--- src/rtl/race_score_fsm.sv ---
// Score engine for the press-the-correct-box race game: global start/run/win FSM plus one
// press FSM per player, each keeping a BCD score with a binary shadow for the win compare.
module race_score_fsm #(
  parameter int unsigned NUM_PLAYERS  = 2,
  parameter int unsigned NUM_DIGITS   = 2,
  parameter int unsigned WIN_SCORE    = 20,
  parameter int unsigned PENALTY_MODE = 0,
  parameter int unsigned LOCK_CYCLES  = 8
) (
  input  logic                                clk,
  input  logic                                resetn,
  input  logic                                start,
  input  logic [NUM_PLAYERS-1:0]              key_l,
  input  logic [NUM_PLAYERS-1:0]              key_r,
  input  logic [NUM_PLAYERS-1:0]              box_dir,
  output logic [NUM_PLAYERS-1:0]              box_ack,
  output logic [NUM_PLAYERS-1:0]              miss,
  output logic [NUM_PLAYERS*NUM_DIGITS*4-1:0] score_bcd,
  output logic                                running,
  output logic                                game_over,
  output logic [NUM_PLAYERS-1:0]              winner
);

  localparam int unsigned DigW = NUM_DIGITS * 4;
  localparam int unsigned BinW = $clog2(10 ** NUM_DIGITS);
  localparam int unsigned CntW = (LOCK_CYCLES > 1) ? $clog2(LOCK_CYCLES) : 1;
  localparam logic [BinW-1:0] WinVal = BinW'(WIN_SCORE);

  typedef enum logic [1:0] {GIdle, GRun, GEnd} g_state_e;
  typedef enum logic [1:0] {PReady, PHeld, PLock} p_state_e;

  g_state_e               g_q, g_d;
  p_state_e               p_q   [NUM_PLAYERS];
  p_state_e               p_d   [NUM_PLAYERS];
  logic [CntW-1:0]        cnt_q [NUM_PLAYERS];
  logic [CntW-1:0]        cnt_d [NUM_PLAYERS];
  logic [DigW-1:0]        bcd_q [NUM_PLAYERS];
  logic [DigW-1:0]        bcd_d [NUM_PLAYERS];
  logic [BinW-1:0]        bin_q [NUM_PLAYERS];
  logic [BinW-1:0]        bin_d [NUM_PLAYERS];
  logic [NUM_PLAYERS-1:0] ack_q, ack_d, miss_q, miss_d, win_q, win_d, at_win;
  logic                   clear;

  function automatic logic [DigW-1:0] bcd_inc(input logic [DigW-1:0] v);
    logic [DigW-1:0] r;
    logic            c;
    r = v;
    c = 1'b1;
    for (int d = 0; d < int'(NUM_DIGITS); d++) begin
      if (c) begin
        if (r[d*4 +: 4] == 4'd9) begin
          r[d*4 +: 4] = 4'd0;
        end else begin
          r[d*4 +: 4] = r[d*4 +: 4] + 4'd1;
          c = 1'b0;
        end
      end
    end
    return r;
  endfunction

  function automatic logic [DigW-1:0] bcd_dec(input logic [DigW-1:0] v);
    logic [DigW-1:0] r;
    logic            b;
    r = v;
    b = 1'b1;
    for (int d = 0; d < int'(NUM_DIGITS); d++) begin
      if (b) begin
        if (r[d*4 +: 4] == 4'd0) begin
          r[d*4 +: 4] = 4'd9;
        end else begin
          r[d*4 +: 4] = r[d*4 +: 4] - 4'd1;
          b = 1'b0;
        end
      end
    end
    return r;
  endfunction

  always_ff @(posedge clk or negedge resetn) begin
    if (!resetn) begin
      g_q    <= GIdle;
      ack_q  <= '0;
      miss_q <= '0;
      win_q  <= '0;
      for (int p = 0; p < int'(NUM_PLAYERS); p++) begin
        p_q[p]   <= PHeld;
        cnt_q[p] <= '0;
        bcd_q[p] <= '0;
        bin_q[p] <= '0;
      end
    end else begin
      g_q    <= g_d;
      ack_q  <= ack_d;
      miss_q <= miss_d;
      win_q  <= win_d;
      for (int p = 0; p < int'(NUM_PLAYERS); p++) begin
        p_q[p]   <= p_d[p];
        cnt_q[p] <= cnt_d[p];
        bcd_q[p] <= bcd_d[p];
        bin_q[p] <= bin_d[p];
      end
    end
  end

  always_comb begin
    at_win = '0;
    for (int p = 0; p < int'(NUM_PLAYERS); p++) begin
      at_win[p] = (bin_q[p] == WinVal);
    end
  end

  always_comb begin
    g_d   = g_q;
    win_d = win_q;
    clear = 1'b0;
    unique case (g_q)
      GIdle: begin
        if (start) begin
          g_d   = GRun;
          win_d = '0;
          clear = 1'b1;
        end
      end
      GRun: begin
        // Win beats abort so a final-cycle release of start still records the winner.
        if (|at_win) begin
          g_d   = GEnd;
          win_d = at_win;
        end else if (!start) begin
          g_d = GIdle;
        end
      end
      GEnd: begin
        if (!start) g_d = GIdle;
      end
      default: g_d = GIdle;
    endcase
  end

  always_comb begin
    ack_d  = '0;
    miss_d = '0;
    for (int p = 0; p < int'(NUM_PLAYERS); p++) begin
      p_d[p]   = p_q[p];
      cnt_d[p] = cnt_q[p];
      bcd_d[p] = clear ? '0 : bcd_q[p];
      bin_d[p] = clear ? '0 : bin_q[p];
      if (g_q != GRun) begin
        p_d[p] = PHeld;
      end else begin
        unique case (p_q[p])
          PHeld: begin
            if (!key_l[p] && !key_r[p]) p_d[p] = PReady;
          end
          PReady: begin
            if (key_l[p] && key_r[p]) begin
              p_d[p] = PHeld;
            end else if (key_l[p] || key_r[p]) begin
              p_d[p] = PHeld;
              if (key_r[p] == box_dir[p]) begin
                ack_d[p] = 1'b1;
                bcd_d[p] = bcd_inc(bcd_q[p]);
                bin_d[p] = bin_q[p] + BinW'(1);
              end else begin
                miss_d[p] = 1'b1;
                if (PENALTY_MODE == 1 && bin_q[p] != '0) begin
                  bcd_d[p] = bcd_dec(bcd_q[p]);
                  bin_d[p] = bin_q[p] - BinW'(1);
                end else if (PENALTY_MODE == 2) begin
                  p_d[p]   = PLock;
                  cnt_d[p] = CntW'(LOCK_CYCLES - 1);
                end
              end
            end
          end
          PLock: begin
            if (cnt_q[p] == '0) p_d[p] = PHeld;
            else cnt_d[p] = cnt_q[p] - CntW'(1);
          end
          default: p_d[p] = PHeld;
        endcase
      end
    end
  end

  always_comb begin
    running   = (g_q == GRun);
    game_over = (g_q == GEnd);
    box_ack   = ack_q;
    miss      = miss_q;
    winner    = win_q;
    score_bcd = '0;
    for (int p = 0; p < int'(NUM_PLAYERS); p++) begin
      score_bcd[p*DigW +: DigW] = bcd_q[p];
    end
  end

endmodule

--- config.mk ---
export PLATFORM = sky130hd
export DESIGN_NAME = race_score_fsm
export DESIGN_NICKNAME = d
export VERILOG_FILES = /design/src/rtl/race_score_fsm.sv
export SDC_FILE = /design/constraint.sdc
export NUM_CORES = 1
export LEC_CHECK = 0
export ABC_CLOCK_PERIOD_IN_PS = 1400
export BUFFER_PORTS_ARGS = -buffer_cell sky130_fd_sc_hd__buf_2
export CAP_MARGIN = 5
export CORE_ASPECT_RATIO = 0.5
export CORE_MARGIN = 2
export CORE_UTILIZATION = 51
export DETAILED_ROUTE_END_ITERATION = 7
export PLACE_DENSITY = 0.86
export RECOVER_POWER = 25
export SETUP_SLACK_MARGIN = 0.4
export SLEW_MARGIN = 20
export SYNTH_ARGS = -nofsm -noshare
export SYNTH_HDL_FRONTEND = slang
export SYNTH_SLANG_ARGS = --single-unit
--- constraint.sdc ---
create_clock -name clk -period 1.4 [get_ports clk]
set_input_delay 0.21 -clock clk [delete_from_list [all_inputs] [get_ports clk]]
set_output_delay 0.21 -clock clk [all_outputs]
set_load 0.005 [all_outputs]
==> summary.txt <==
syn_nets -> 222
worst vdd ir -> 0.689 mV
Site Rows -> 16
RSZ-0062 raised after global routing -> true
Layout area overhead -> 69.1%
Die ar. -> 0.00476 mm2
GRT Total Usage -> 35.7%
Clock Pin Slew Worst Setup and Hold Paths -> 80 ps
mapped cell area -> 0.00214 mm2
crit share post-route -> 123%
CTS Buf Count -> 5
top cells by area, synth -> dfrtp_1 44%, mux2i_1 6.5%, nand3_1 4.2%
Synth cell types -> 53
most frequent cell after synthesis -> dfrtp_1
top_reg_cell synth -> dfrtp_1
crit end category -> flip-flop
TritonCTS clock tree -> built
CTS max path bufs -> 2
Pins Over Slew Limit -> 0
leak pwr -> 1.76 nW
initial drt markers -> 240
routability congestion estimate -> 0.859
WHS -> 201 ps
Sink Count -> 40
area leader, netlist -> dfrtp_1
Power Total -> 0.00230 W
CP max FO -> 5
Clk Latency, worst-skew pair -> 320 ps
Avg Cell Area, Syn -> 10.2 um2
Core ar. -> 0.00396 mm2
Max Cap Violations -> 0
Hold/Removal Path Class -> input port to flip-flop
Layout Nets -> 342
GR Util met2 -> 61.2%
met1 Usage GRT -> 40.3%
DR vias/cell -> 6.87
gr busiest metal -> met2
CP top delay family -> simple AND/OR/NAND/NOR gates
antenna violations before repair -> 0
Buffers on Ports -> 32
slowest cell on the critical path -> dfrtp_2
first-pass GRT wire length -> 12500 um
GR Overflow Total -> 0
crit path launch type -> flip-flop
DRC violations left -> 0
Final ANT Viol Nets -> 0
ys async rst share -> 100%
commonest cells in the netlist -> 38 x dfrtp_1, 22 x nand2_1, 18 x nand3_1
cell chosen for the clock root -> clkbuf_8
sequential-to-total area share from yosys stat -> 46.9%
Detailed Route WL -> 10400 um
met3 Usage GRT -> 7.65%
TNS Setup -> -6580 ps
largest net degree at the start of global routing -> 19
Hold Fails Final Rpt -> 0
Initial Util -> 54.0%
io pins -> 33
Seq cells post-synth -> 40
die width -> 95.6 um
share of cells above drive strength 1 -> 59.1%
crit-path max cell delay -> 470 ps
final setup vio count -> 39
die height -> 49.8 um
failing checks -> setup timing
H-tree Lvls -> 2
WS Path Type -> flip-flop to flip-flop
DP Wirelength -> 3840 um
Max Freq -> 579 MHz
CP bufs+invs -> 2
post-synthesis instance total -> 209
DR vias -> 2646
status -> finished with violations
arrival time at the worst endpoint -> 1950 ps
Syn. warnings -> 0
final core utilization -> 91.4%
headroom to the max-slew limit -> 51.6%
Synth top area share -> 44.4%
power density over cell area -> 636 mW/mm2
clock period minus worst slack -> 1730 ps
number of detailed-route iterations in the first pass -> 5
critical-path cell list -> nor3b_4, o21ai_4, buf_6, inv_4, nand4_1, mux2i_1
clock skew -> 12.0 ps
worst slack at placement -> -211 ps
worst-margin pin slew -> 726 ps
vias in the first global route -> 2433
slack of the critical path -> -326 ps
CP required -> 1620 ps
Post-synth EDFFs -> 0
Routed WL per cell -> 26.9 um
kinds of logic after synthesis:
family                   share of synthesized area [%]
adder cells (fa/ha/maj)                           2.34
multiplexers                                      7.60
AND/OR/NAND/NOR                                   25.5
flip-flops                                        46.9
buffers and inverters                             3.51
AO/OA/AOI/OAI                                     14.2
state kept, by name (all words and copies together) (netlist names):
register / flops
miss: 2
bin_q: 14
p_q: 2
score_bcd: 16
winner: 2
g_q: 2
box_ack: 2
where the power goes:
part / switching, W / internal [W] / leakage [nW]
combinational: 0.000172 / 0.000140 / 1.18
clock: 0.000456 / 0.000351 / 0.0422
sequential: 0.0000165 / 0.00117 / 0.540
total: 0.000645 / 0.00166 / 1.76
final cells by class:
class	count	area, um2
Multi-Input combinational cell	152	1380
Timing Repair Buffer	119	1030
Sequential cell	40	1010
Fill cell	122	343
Clock buffer	7	76.3
Tap cell	54	67.6
Inverter	10	42.5
Timing Repair inverter	1	7.51
Clock inverter	1	5.00
Antenna cell	1	2.50
per-layer routing:
| metal | wire (um) | part of all wire [%] |
|---|---|---|
| met1 | 3530 | 34 |
| met2 | 4700 | 45 |
| met3 | 1160 | 11 |
| met5 | 46 | 0.44 |
| met4 | 939 | 9.1 |
worst paths after layout:
kind	cells past startpoint	from	end	slack [ps]
setup / recovery	6	g_q[1]	bin_q[4]	-330
hold / removal	2	start	g_q[1]	200
setup reg to reg	6	g_q[1]	bin_q[4]	-330
hold reg to reg	1	bin_q[13]	bin_q[13]	540
max in group asynchronous	3	resetn	score_bcd[0]	90
min in group asynchronous	2	resetn	score_bcd[11]	480
metrics by stage:
stage | cell area, um2 | cells
finish | 3620 | 385
CTS | 3310 | 368
floorplan | 2190 | 209
global route | 3620 | 384
detailed placement | 2680 | 329
global placement | 2680 | 329
repair_timing:
action,in CTS,in global routing
buffers inserted,29,16
endpoints found under the setup margin,60,66
hold buffers,1,0
cloned,1,0
pin swaps,18,18
gates resized for setup,71,43
hold endpoints to repair,11,0
layout by cell type (no fill, tap or decap), drive strengths merged, types with 2 or more instances in the layout:
master,count
buf,116
dfrtp,38
nand2,22
nand3,18
mux2i,14
inv,10
o21ai,10
clkbuf,9
a21oi,8
or3,6
nor3b,6
nand4,5
nor2,5
nand2b,4
ha,4
nor3,4
o31ai,4
o2111ai,3
and3,3
nor2b,3
o211ai,3
a31oi,3
or2,3
a21o,2
nor4bb,2
nand3b,2
dfstp,2
and3b,2
mux2,2
No activity file was read; power rests on OpenSTA's default activity.
